--- src/rtl/battle_turn_ctrl.sv ---
// Turn-based battle sequencer feeding battle_module.
// Player turn: a key press is resolved into a damage strobe on enemy_hit.
// Enemy turn: after a fixed delay a damage strobe lands on player_hit.
// HP fed back from battle_module ends the battle.
`timescale 1ns / 1ps

module battle_turn_ctrl #(
  parameter int unsigned PLAYER_DMG_BASE = 10,
  parameter int unsigned ENEMY_DMG_BASE  = 8,
  parameter int unsigned BOSS_DMG_BONUS  = 6,
  parameter int unsigned ENEMY_DELAY     = 16,
  parameter logic [7:0]  LFSR_SEED       = 8'hA5,
  parameter bit          FORCE_HIT       = 1'b0
) (
  input  logic       clk_b,
  input  logic       rst,
  input  logic       col_e,
  input  logic       boss,
  input  logic       key_valid,
  input  logic [7:0] key_in,
  input  logic [7:0] hp_player,
  input  logic [7:0] hp_enemy,
  output logic [6:0] player_hit,
  output logic [7:0] enemy_hit,
  output logic       hit_valid,
  output logic [2:0] p_attack,
  output logic [2:0] e_attack,
  output logic       battle_active,
  output logic       battle_over,
  output logic       player_won
);

  localparam int unsigned CntW = (ENEMY_DELAY > 1) ? $clog2(ENEMY_DELAY) : 1;

  localparam logic [7:0] KeyNormal = 8'h1C;
  localparam logic [7:0] KeyHeavy  = 8'h1B;
  localparam logic [7:0] KeyGuard  = 8'h23;

  localparam logic [2:0] PActNone   = 3'd0;
  localparam logic [2:0] PActNormal = 3'd1;
  localparam logic [2:0] PActHeavy  = 3'd2;
  localparam logic [2:0] PActGuard  = 3'd3;
  localparam logic [2:0] PActMiss   = 3'd4;

  localparam logic [2:0] EActNone = 3'd0;
  localparam logic [2:0] EActHit  = 3'd1;
  localparam logic [2:0] EActBoss = 3'd2;
  localparam logic [2:0] EActMiss = 3'd4;

  typedef enum logic [3:0] {
    StIdle,
    StStart,
    StPWait,
    StPResolve,
    StCheckE,
    StEDelay,
    StEResolve,
    StCheckP,
    StDone
  } state_e;

  state_e state_q, state_d;

  logic [7:0]      lfsr_q, lfsr_d;
  logic            guard_q, guard_d;
  logic            boss_q, boss_d;
  logic [CntW-1:0] cnt_q, cnt_d;

  logic [6:0] player_hit_q, player_hit_d;
  logic [7:0] enemy_hit_q, enemy_hit_d;
  logic       hit_valid_q, hit_valid_d;
  logic [2:0] p_attack_q, p_attack_d;
  logic [2:0] e_attack_q, e_attack_d;
  logic       battle_active_q, battle_active_d;
  logic       battle_over_q, battle_over_d;
  logic       player_won_q, player_won_d;

  // Damage terms. Strobes are registered, so they are computed from lfsr_d:
  // the LFSR value that is visible during the resolve cycle itself.
  logic [3:0] rnd_r;
  logic [2:0] rnd_lo;
  logic       norm_hits, heavy_hits, enemy_miss;
  logic [8:0] norm_sum, heavy_sum, enemy_sum, enemy_dmg;
  logic [7:0] norm_sat, heavy_sat;
  logic [6:0] enemy_sat;

  // LFSR next value, x^8+x^6+x^5+x^4+1 shifting toward the MSB
  always_comb begin
    lfsr_d = {lfsr_q[6:0], lfsr_q[7] ^ lfsr_q[5] ^ lfsr_q[4] ^ lfsr_q[3]};
  end

  // Damage arithmetic in 9 bits, saturated to each output width
  always_comb begin
    rnd_r      = FORCE_HIT ? 4'd0 : lfsr_d[3:0];
    rnd_lo     = FORCE_HIT ? 3'd0 : lfsr_d[2:0];
    norm_hits  = FORCE_HIT || (lfsr_d[3:0] >= 4'd2);
    heavy_hits = FORCE_HIT || (lfsr_d[3:0] >= 4'd8);
    enemy_miss = !FORCE_HIT && (lfsr_d[7:5] == 3'd0);

    norm_sum  = 9'(PLAYER_DMG_BASE) + {6'd0, rnd_lo};
    heavy_sum = 9'(2 * PLAYER_DMG_BASE) + {5'd0, rnd_r};
    norm_sat  = norm_sum[8] ? 8'hFF : norm_sum[7:0];
    heavy_sat = heavy_sum[8] ? 8'hFF : heavy_sum[7:0];

    enemy_sum = 9'(ENEMY_DMG_BASE) + {6'd0, rnd_lo} + (boss_q ? 9'(BOSS_DMG_BONUS) : 9'd0);
    enemy_dmg = guard_q ? (enemy_sum >> 1) : enemy_sum;
    enemy_sat = (enemy_dmg[8:7] != 2'b00) ? 7'h7F : enemy_dmg[6:0];
  end

  // Next-state logic and next values of the registered outputs
  always_comb begin
    state_d      = state_q;
    guard_d      = guard_q;
    boss_d       = boss_q;
    cnt_d        = cnt_q;
    player_hit_d = 7'd0;
    enemy_hit_d  = 8'd0;
    hit_valid_d  = 1'b0;
    p_attack_d   = p_attack_q;
    e_attack_d   = e_attack_q;
    player_won_d = player_won_q;

    unique case (state_q)
      StIdle: begin
        if (col_e) state_d = StStart;
      end
      StStart: begin
        boss_d     = boss;
        p_attack_d = PActNone;
        e_attack_d = EActNone;
        guard_d    = 1'b0;
        state_d    = StPWait;
      end
      StPWait: begin
        if (key_valid) begin
          case (key_in)
            KeyNormal: begin
              state_d     = StPResolve;
              hit_valid_d = 1'b1;
              enemy_hit_d = norm_hits ? norm_sat : 8'd0;
              p_attack_d  = norm_hits ? PActNormal : PActMiss;
            end
            KeyHeavy: begin
              state_d     = StPResolve;
              hit_valid_d = 1'b1;
              enemy_hit_d = heavy_hits ? heavy_sat : 8'd0;
              p_attack_d  = heavy_hits ? PActHeavy : PActMiss;
            end
            KeyGuard: begin
              state_d     = StPResolve;
              hit_valid_d = 1'b1;
              guard_d     = 1'b1;
              p_attack_d  = PActGuard;
            end
            default: ;
          endcase
        end
      end
      StPResolve: begin
        state_d = StCheckE;
      end
      StCheckE: begin
        if (hp_enemy == 8'd0) begin
          state_d      = StDone;
          player_won_d = 1'b1;
        end else begin
          cnt_d   = CntW'(ENEMY_DELAY - 1);
          state_d = StEDelay;
        end
      end
      StEDelay: begin
        if (cnt_q == '0) begin
          state_d      = StEResolve;
          hit_valid_d  = 1'b1;
          player_hit_d = enemy_miss ? 7'd0 : enemy_sat;
          e_attack_d   = enemy_miss ? EActMiss : (boss_q ? EActBoss : EActHit);
          guard_d      = 1'b0;
        end else begin
          cnt_d = cnt_q - CntW'(1);
        end
      end
      StEResolve: begin
        state_d = StCheckP;
      end
      StCheckP: begin
        if (hp_player == 8'd0) begin
          state_d      = StDone;
          player_won_d = 1'b0;
        end else begin
          state_d = StPWait;
        end
      end
      StDone: begin
        if (!col_e) begin
          state_d      = StIdle;
          player_won_d = 1'b0;
          p_attack_d   = PActNone;
          e_attack_d   = EActNone;
        end
      end
      default: state_d = StIdle;
    endcase

    // Status flags follow the state being entered so they line up with it
    battle_active_d = (state_d != StIdle) && (state_d != StDone);
    battle_over_d   = (state_d == StDone);
  end

  // State, LFSR and registered outputs; reset aborts any battle in progress
  always_ff @(posedge clk_b) begin
    if (rst) begin
      state_q         <= StIdle;
      lfsr_q          <= LFSR_SEED;
      guard_q         <= 1'b0;
      boss_q          <= 1'b0;
      cnt_q           <= '0;
      player_hit_q    <= 7'd0;
      enemy_hit_q     <= 8'd0;
      hit_valid_q     <= 1'b0;
      p_attack_q      <= PActNone;
      e_attack_q      <= EActNone;
      battle_active_q <= 1'b0;
      battle_over_q   <= 1'b0;
      player_won_q    <= 1'b0;
    end else begin
      state_q         <= state_d;
      lfsr_q          <= lfsr_d;
      guard_q         <= guard_d;
      boss_q          <= boss_d;
      cnt_q           <= cnt_d;
      player_hit_q    <= player_hit_d;
      enemy_hit_q     <= enemy_hit_d;
      hit_valid_q     <= hit_valid_d;
      p_attack_q      <= p_attack_d;
      e_attack_q      <= e_attack_d;
      battle_active_q <= battle_active_d;
      battle_over_q   <= battle_over_d;
      player_won_q    <= player_won_d;
    end
  end

  assign player_hit    = player_hit_q;
  assign enemy_hit     = enemy_hit_q;
  assign hit_valid     = hit_valid_q;
  assign p_attack      = p_attack_q;
  assign e_attack      = e_attack_q;
  assign battle_active = battle_active_q;
  assign battle_over   = battle_over_q;
  assign player_won    = player_won_q;

endmodule

--- config.mk ---
export PLATFORM = sky130hd
export DESIGN_NAME = battle_turn_ctrl
export DESIGN_NICKNAME = d
export VERILOG_FILES = /design/src/rtl/battle_turn_ctrl.sv
export SDC_FILE = /design/constraint.sdc
export NUM_CORES = 1
export LEC_CHECK = 0
export CORE_AREA = 2 2 60 91
export DETAILED_ROUTE_END_ITERATION = 12
export DIE_AREA = 0 0 62 93
export MAX_ROUTING_LAYER = met4
export PLACE_DENSITY = 0.76
export SLEW_MARGIN = 20
export SYNTH_ARGS = -nofsm -noshare
export SYNTH_HDL_FRONTEND = slang
export SYNTH_SLANG_ARGS = --single-unit
--- constraint.sdc ---
create_clock -name clk_b -period 4 [get_ports clk_b]
set_input_delay 0.8 -clock clk_b [delete_from_list [all_inputs] [get_ports clk_b]]
set_output_delay 0.8 -clock clk_b [all_outputs]
set_load 0.005 [all_outputs]
# [After elaboration in Yosys (flattened, before gate mapping)]
# Cells that the tools add are included.
[totals] reg_bits=43 inputBits=29 output_inout_bits=25 wordCells=111
[op_classes] add_sub_neg=5 order_cmp=2 eq_ne=22 muxes=41 bitwise=7 n_reduce_logical=21
[op_table] cell="two-way mux 4 bit" n=9
[op_table] cell="case mux 4 bit (9 select lines)" n=1
[op_table] cell="two-way mux 8 bit" n=4
[op_table] cell="case mux 3 bit (3 select lines)" n=3
[op_table] cell="two-way mux 3 bit" n=7
[op_table] cell="equality test 4 x 3 -> 1 bit (second input constant)" n=4
[op_table] cell="equality test 8 x 5 -> 1 bit (second input constant)" n=2
[op_table] cell="logical NOT 8 bit" n=2
[op_table] cell="inequality test 2 bit (second input constant)" n=8
[op_table] cell="case mux 8 bit (2 select lines)" n=1
[op_table] cell="AND reduction 4 bit" n=3
[op_table] cell="nonzero test 3 bit" n=4
[op_table] cell="adder 4 x 3 -> 5 bit (first input constant)" n=2
[op_table] cell="two-way mux 1 bit" n=9
[op_table] cell="equality test 4 x 2 -> 1 bit (second input constant)" n=2
[op_table] cell="equality test 4 bit (second input constant)" n=2
[op_table] cell="equality test 8 x 6 -> 1 bit (second input constant)" n=1
[op_table] cell="logical NOT 4 bit" n=2
[op_table] cell="inequality test 4 bit (second input constant)" n=2
[op_table] cell="case mux 4 bit (2 select lines)" n=1
[op_table] cell="two-way mux 7 bit" n=1
[op_table] cell="adder 5 x 3 -> 6 bit" n=1
[op_table] cell="adder 5 x 4 -> 6 bit (first input constant)" n=1
[op_table] cell="two-way mux 6 bit" n=1
[op_table] cell="17 further kinds" n=25

# [Longest topological paths before layout]
[depth] ltp_word=8 ltp_mapped=7 depth_no_buf=7

# [Least setup slack after synthesis]
# OpenSTA, ideal clock, no wires.
[synth_path] path_kind="input to register" startpoint="input port key_in[5]" endpoint="register enemy_hit_q[5], in the netlist enemy_hit[5]" setup_ns=0.073 arrival_ns=2.343 required_time_ns=3.927 path_slack_ns=1.584 stages=5 n_path_buf=1 cell_sequence="or4b_4 > or2_4 > or4_4 > buf_6 > nor3_2"
[synth_via] elab_chain_len=2 word_cells_on_any_way=3 cone_classes="eq/ne: 2; mux: 1"
[synth_lines] element="start: declaration" line_no="20" source="input logic [7:0] key_in,"
[synth_lines] element="equality test 8 x 5 -> 1 bit" line_no="136" source="case (key_in)"
[synth_lines] element="case mux 8 bit (2 select lines) *" line_no="136"
[synth_lines] element="end signal: assignment" line_no="232" source="enemy_hit_q <= enemy_hit_d;"
[synth_lines] element="end: declaration" line_no="70" source="logic [7:0] enemy_hit_q, enemy_hit_d;"
# Every way passes the cells marked *; elsewhere a longest branch is shown, timed or not.
# A chain may end at the register's enable or synchronous reset.

# [Worst setup path after layout]
[layout_path] startpoint="input port key_in[5]" endpoint="register p_attack_q[1], in the netlist p_attack[1]"
[layout_via] elab_chain_len=4 word_cells_on_any_way=8 cone_classes="eq/ne: 4; mux: 3; reduce/logical: 1"
[layout_lines] element="equality test 8 x 6 -> 1 bit / equality test 8 x 5 -> 1 bit (equally long branches)" line_no="136"
[layout_lines] element="case mux 3 bit (3 select lines)" line_no="136"
[layout_lines] element="two-way mux 3 bit" line_no="135" source="if (key_valid) begin"
[layout_lines] element="case mux 3 bit (3 select lines)" line_no="123" source="unique case (state_q)"
[layout_lines] element="end signal: assignment" line_no="220" source="p_attack_q <= PActNone;"
[layout_lines] element="end signal: assignment" line_no="234" source="p_attack_q <= p_attack_d;"
[layout_lines] element="end: declaration" line_no="72" source="logic [2:0] p_attack_q, p_attack_d;"
# Several ways; a longest one is shown, not always the timed one. The select of a mux whose other input is x is not followed.

==> results.json <==
{
  "status": "finished clean",
  "grt_usage_pct": 17.0,
  "synth-edff-count": 0,
  "ir_worst_vdd_mv": 0.179,
  "clk_pin_slew_ns": 0.07,
  "clk-insertion-delay-late_ns": 0.29,
  "maxSlewViolCount": 0,
  "holdCritPathClass": "reg -> reg",
  "die-area_um2": 5770,
  "fin_crit_sh_pct": 64.8,
  "wl_um": 4370,
  "path_buf_inv": 1,
  "cts-resized-gates": 0,
  "antenna_found_initial": 0,
  "power.density_nw_per_um2": 336,
  "pin_count": 54,
  "synth_cells": 232,
  "synth.area.top_cells": "dfxtp_1 40%, a21oi_1 4.4%, nor2_1 4.3%",
  "async_reset_ff_share_pct": 0,
  "layout-drive-gt1-share_pct": 7.19,
  "multi_input_area_um2": 1030,
  "viasPerCell": 5.11,
  "fp.dieW_um": 62,
  "root_buffer": "clkbuf_8",
  "worst_pin_slew_ns": 0.554,
  "synthTopCellsByCount": "39 x dfxtp_1, 22 x nor2_1, 17 x a21oi_1, 16 x nand2_1, 15 x inv_1",
  "cp-start-kind": "primary input",
  "post_dp_cell_area_um2": 2450,
  "seq_area_um2": 781,
  "cts_tree": "done",
  "critPathArrivalTime_ns": 2.82,
  "area_growth_pct": 32.2,
  "synth_top_flop_cell": "dfxtp_1",
  "max_slew_margin_pct": 62.6,
  "ant_nets": 0,
  "synth_top_area_share_pct": 40.4,
  "dpl.hpwl_um": 3300,
  "critical_path_depth": 6,
  "grt_pass1_wl_um": 7250,
  "setup-tns-final_ns": 0,
  "final_nets": 312,
  "post_cts_buffers": 0,
  "die_height_um": 93,
  "coreArea_um2": 5000,
  "grt_max_degree": 19,
  "ys_seq_elements": 39,
  "fin_crit_ns": 2.59,
  "fmax_mhz": 386,
  "hold_viol": 0,
  "initial_utilization_pct": 38.6,
  "cpPeakStageDelay_ns": 0.59,
  "reg2regPathDepth": 5,
  "rsz0062_at_grt": "no",
  "yosys_warnings": 0,
  "synth_cell_types": 48,
  "end_kind": "flop",
  "clockBufferDepth": 2,
  "synth.most_common_cell": "dfxtp_1",
  "setup_viol_count_final": 0,
  "clkSinkCount": 39,
  "yosys.area.top_type": "dfxtp_1",
  "row_count": 32,
  "postCtsHoldBufs": 0,
  "grt-ovfl-total": 0,
  "finClkSkew_ns": 0.00452,
  "design_area_um2": 2550,
  "wl_per_cell_um": 12.6,
  "holdPathStages": 1,
  "cap_violations": 0,
  "drt_pass1_iterations": 4,
  "h-tree-depth": 2,
  "cts_made_buffers": 5,
  "critPathKind": "in -> reg",
  "worstPathRequired_ns": 4.23,
  "grt_pass1_vias": 1668,
  "cpLargestDelayFamily": "simple AND/OR/NAND/NOR gates",
  "numPortBuffers": 49,
  "drc": 0,
  "ys_seq_area_share_pct": 40.4,
  "num_vias": 1767,
  "place_congestion": 0.915,
  "syn_area_um2": 1930,
  "cp_cell_sequence": "clkdlybuf4s50_1 > or4b_4 > or4_1 > a211oi_1 > nand3_1 > o21ai_1",
  "leakagePower_nw": 0.922,
  "n_antenna_cell": 0,
  "drtIter0Drc": 72,
  "fillers": 498,
  "path_max_fanout": 4,
  "avgSynthCellArea_um2": 8.33,
  "crit_slowest_cell": "or4_1"
}
[area by class of cell]
type                            instances  share of cell area [%]
Multi-Input combinational cell        167                    40.4
Sequential cell                        39                    30.6
Timing Repair Buffer                   50                    19.5
Tap cell                               68                    3.33
Clock buffer                            6                    2.84
Inverter                               15                    2.20
Clock inverter                          1                    1.18
[per-layer routing]
metal  GRT usage (%)  part of all wire (%)
met5               -                     0
met2            27.8                    52
met1            19.7                    42
met3            3.32                   4.7
met4            6.91                   1.7
[state kept, by name, summed over array words and instances (netlist names)]
name	cells
battle_active	1
battle_over	1
boss_q	1
cnt_q	4
e_attack	3
enemy_hit	6
guard_q	1
hit_valid	1
lfsr_q	8
p_attack	3
player_hit	5
player_won	1
state_q	4
[report_power, final]
group          switching (mW)  leakage (nW)  internal [mW]
Sequential             0.0172         0.318          0.402
Combinational          0.0591         0.553         0.0659
Clock                   0.132        0.0513          0.183
Total                   0.209         0.922          0.651
[worst register-to-register path, cell delays in order (launching register included)]
cell and delay (ns):
dfxtp_1 0.61, or3b_2 0.48, a311oi_1 0.44, nand2_1 0.13
xor2_1 0.16, a21oi_1 0.14
[final timing paths]
| kind | startpoint | to | slack, ns |
|---|---|---|---|
| worst min-delay path | lfsr_q[6] | lfsr_q[7] | 0.45 |
| worst min register to register | lfsr_q[6] | lfsr_q[7] | 0.45 |
| worst max-delay path | key_in[5] | p_attack[1] | 1.41 |
| worst max register to register | state_q[2] | cnt_q[2] | 1.98 |
[logic make-up (layout without fill, tap and decap cells)]
logic type / Yosys count / count (layout) / share of synthesized area (%)
multiplexers: 3 / 3 / 1.62
AO/OA/AOI/OAI: 42 / 42 / 13.6
adder cells (fa/ha/maj): 5 / 5 / 3.63
XOR/XNOR: 6 / 6 / 2.72
AND/OR/NAND/NOR: 107 / 107 / 31.0
buffers and inverters: 29 / 72 / 6.80
other: 1 / 4 / 0.194
flip-flops: 39 / 39 / 40.4
[cells in the final DEF, fill, tap and decap left out, drive strengths merged, types with 2 or more instances in the layout]
cell and count:
nor4 5, o21ai 9, or2 5, nor3 11, nand3b 2, clkdlybuf4s50 49
mux2i 2, nand2b 5, clkbuf 6, inv 15, xnor2 4, nand3 10
conb 4, nor3b 4, xor2 2, nor2b 8, a211oi 6, nor2 22
ha 4, nand2 16, dfxtp 39, and2 4, or4 3, a31oi 2
or3 3, nor4bb 2, or3b 3, a21oi 17
[metrics by stage]
step	util, %	cells	hold WS (ns)	total power, mW	setup WS [ns]
global route	51.0	346	0.471	0.898	1.24
floorplan	-	235	0.418	0.501	1.58
detailed placement	49.0	339	0.441	0.552	1.13
CTS	51.0	346	0.458	0.863	1.42
global placement	49.0	339	0.429	0.549	1.15
finish	51.0	346	0.454	0.859	1.41
Power figures use the tool's default switching activity.
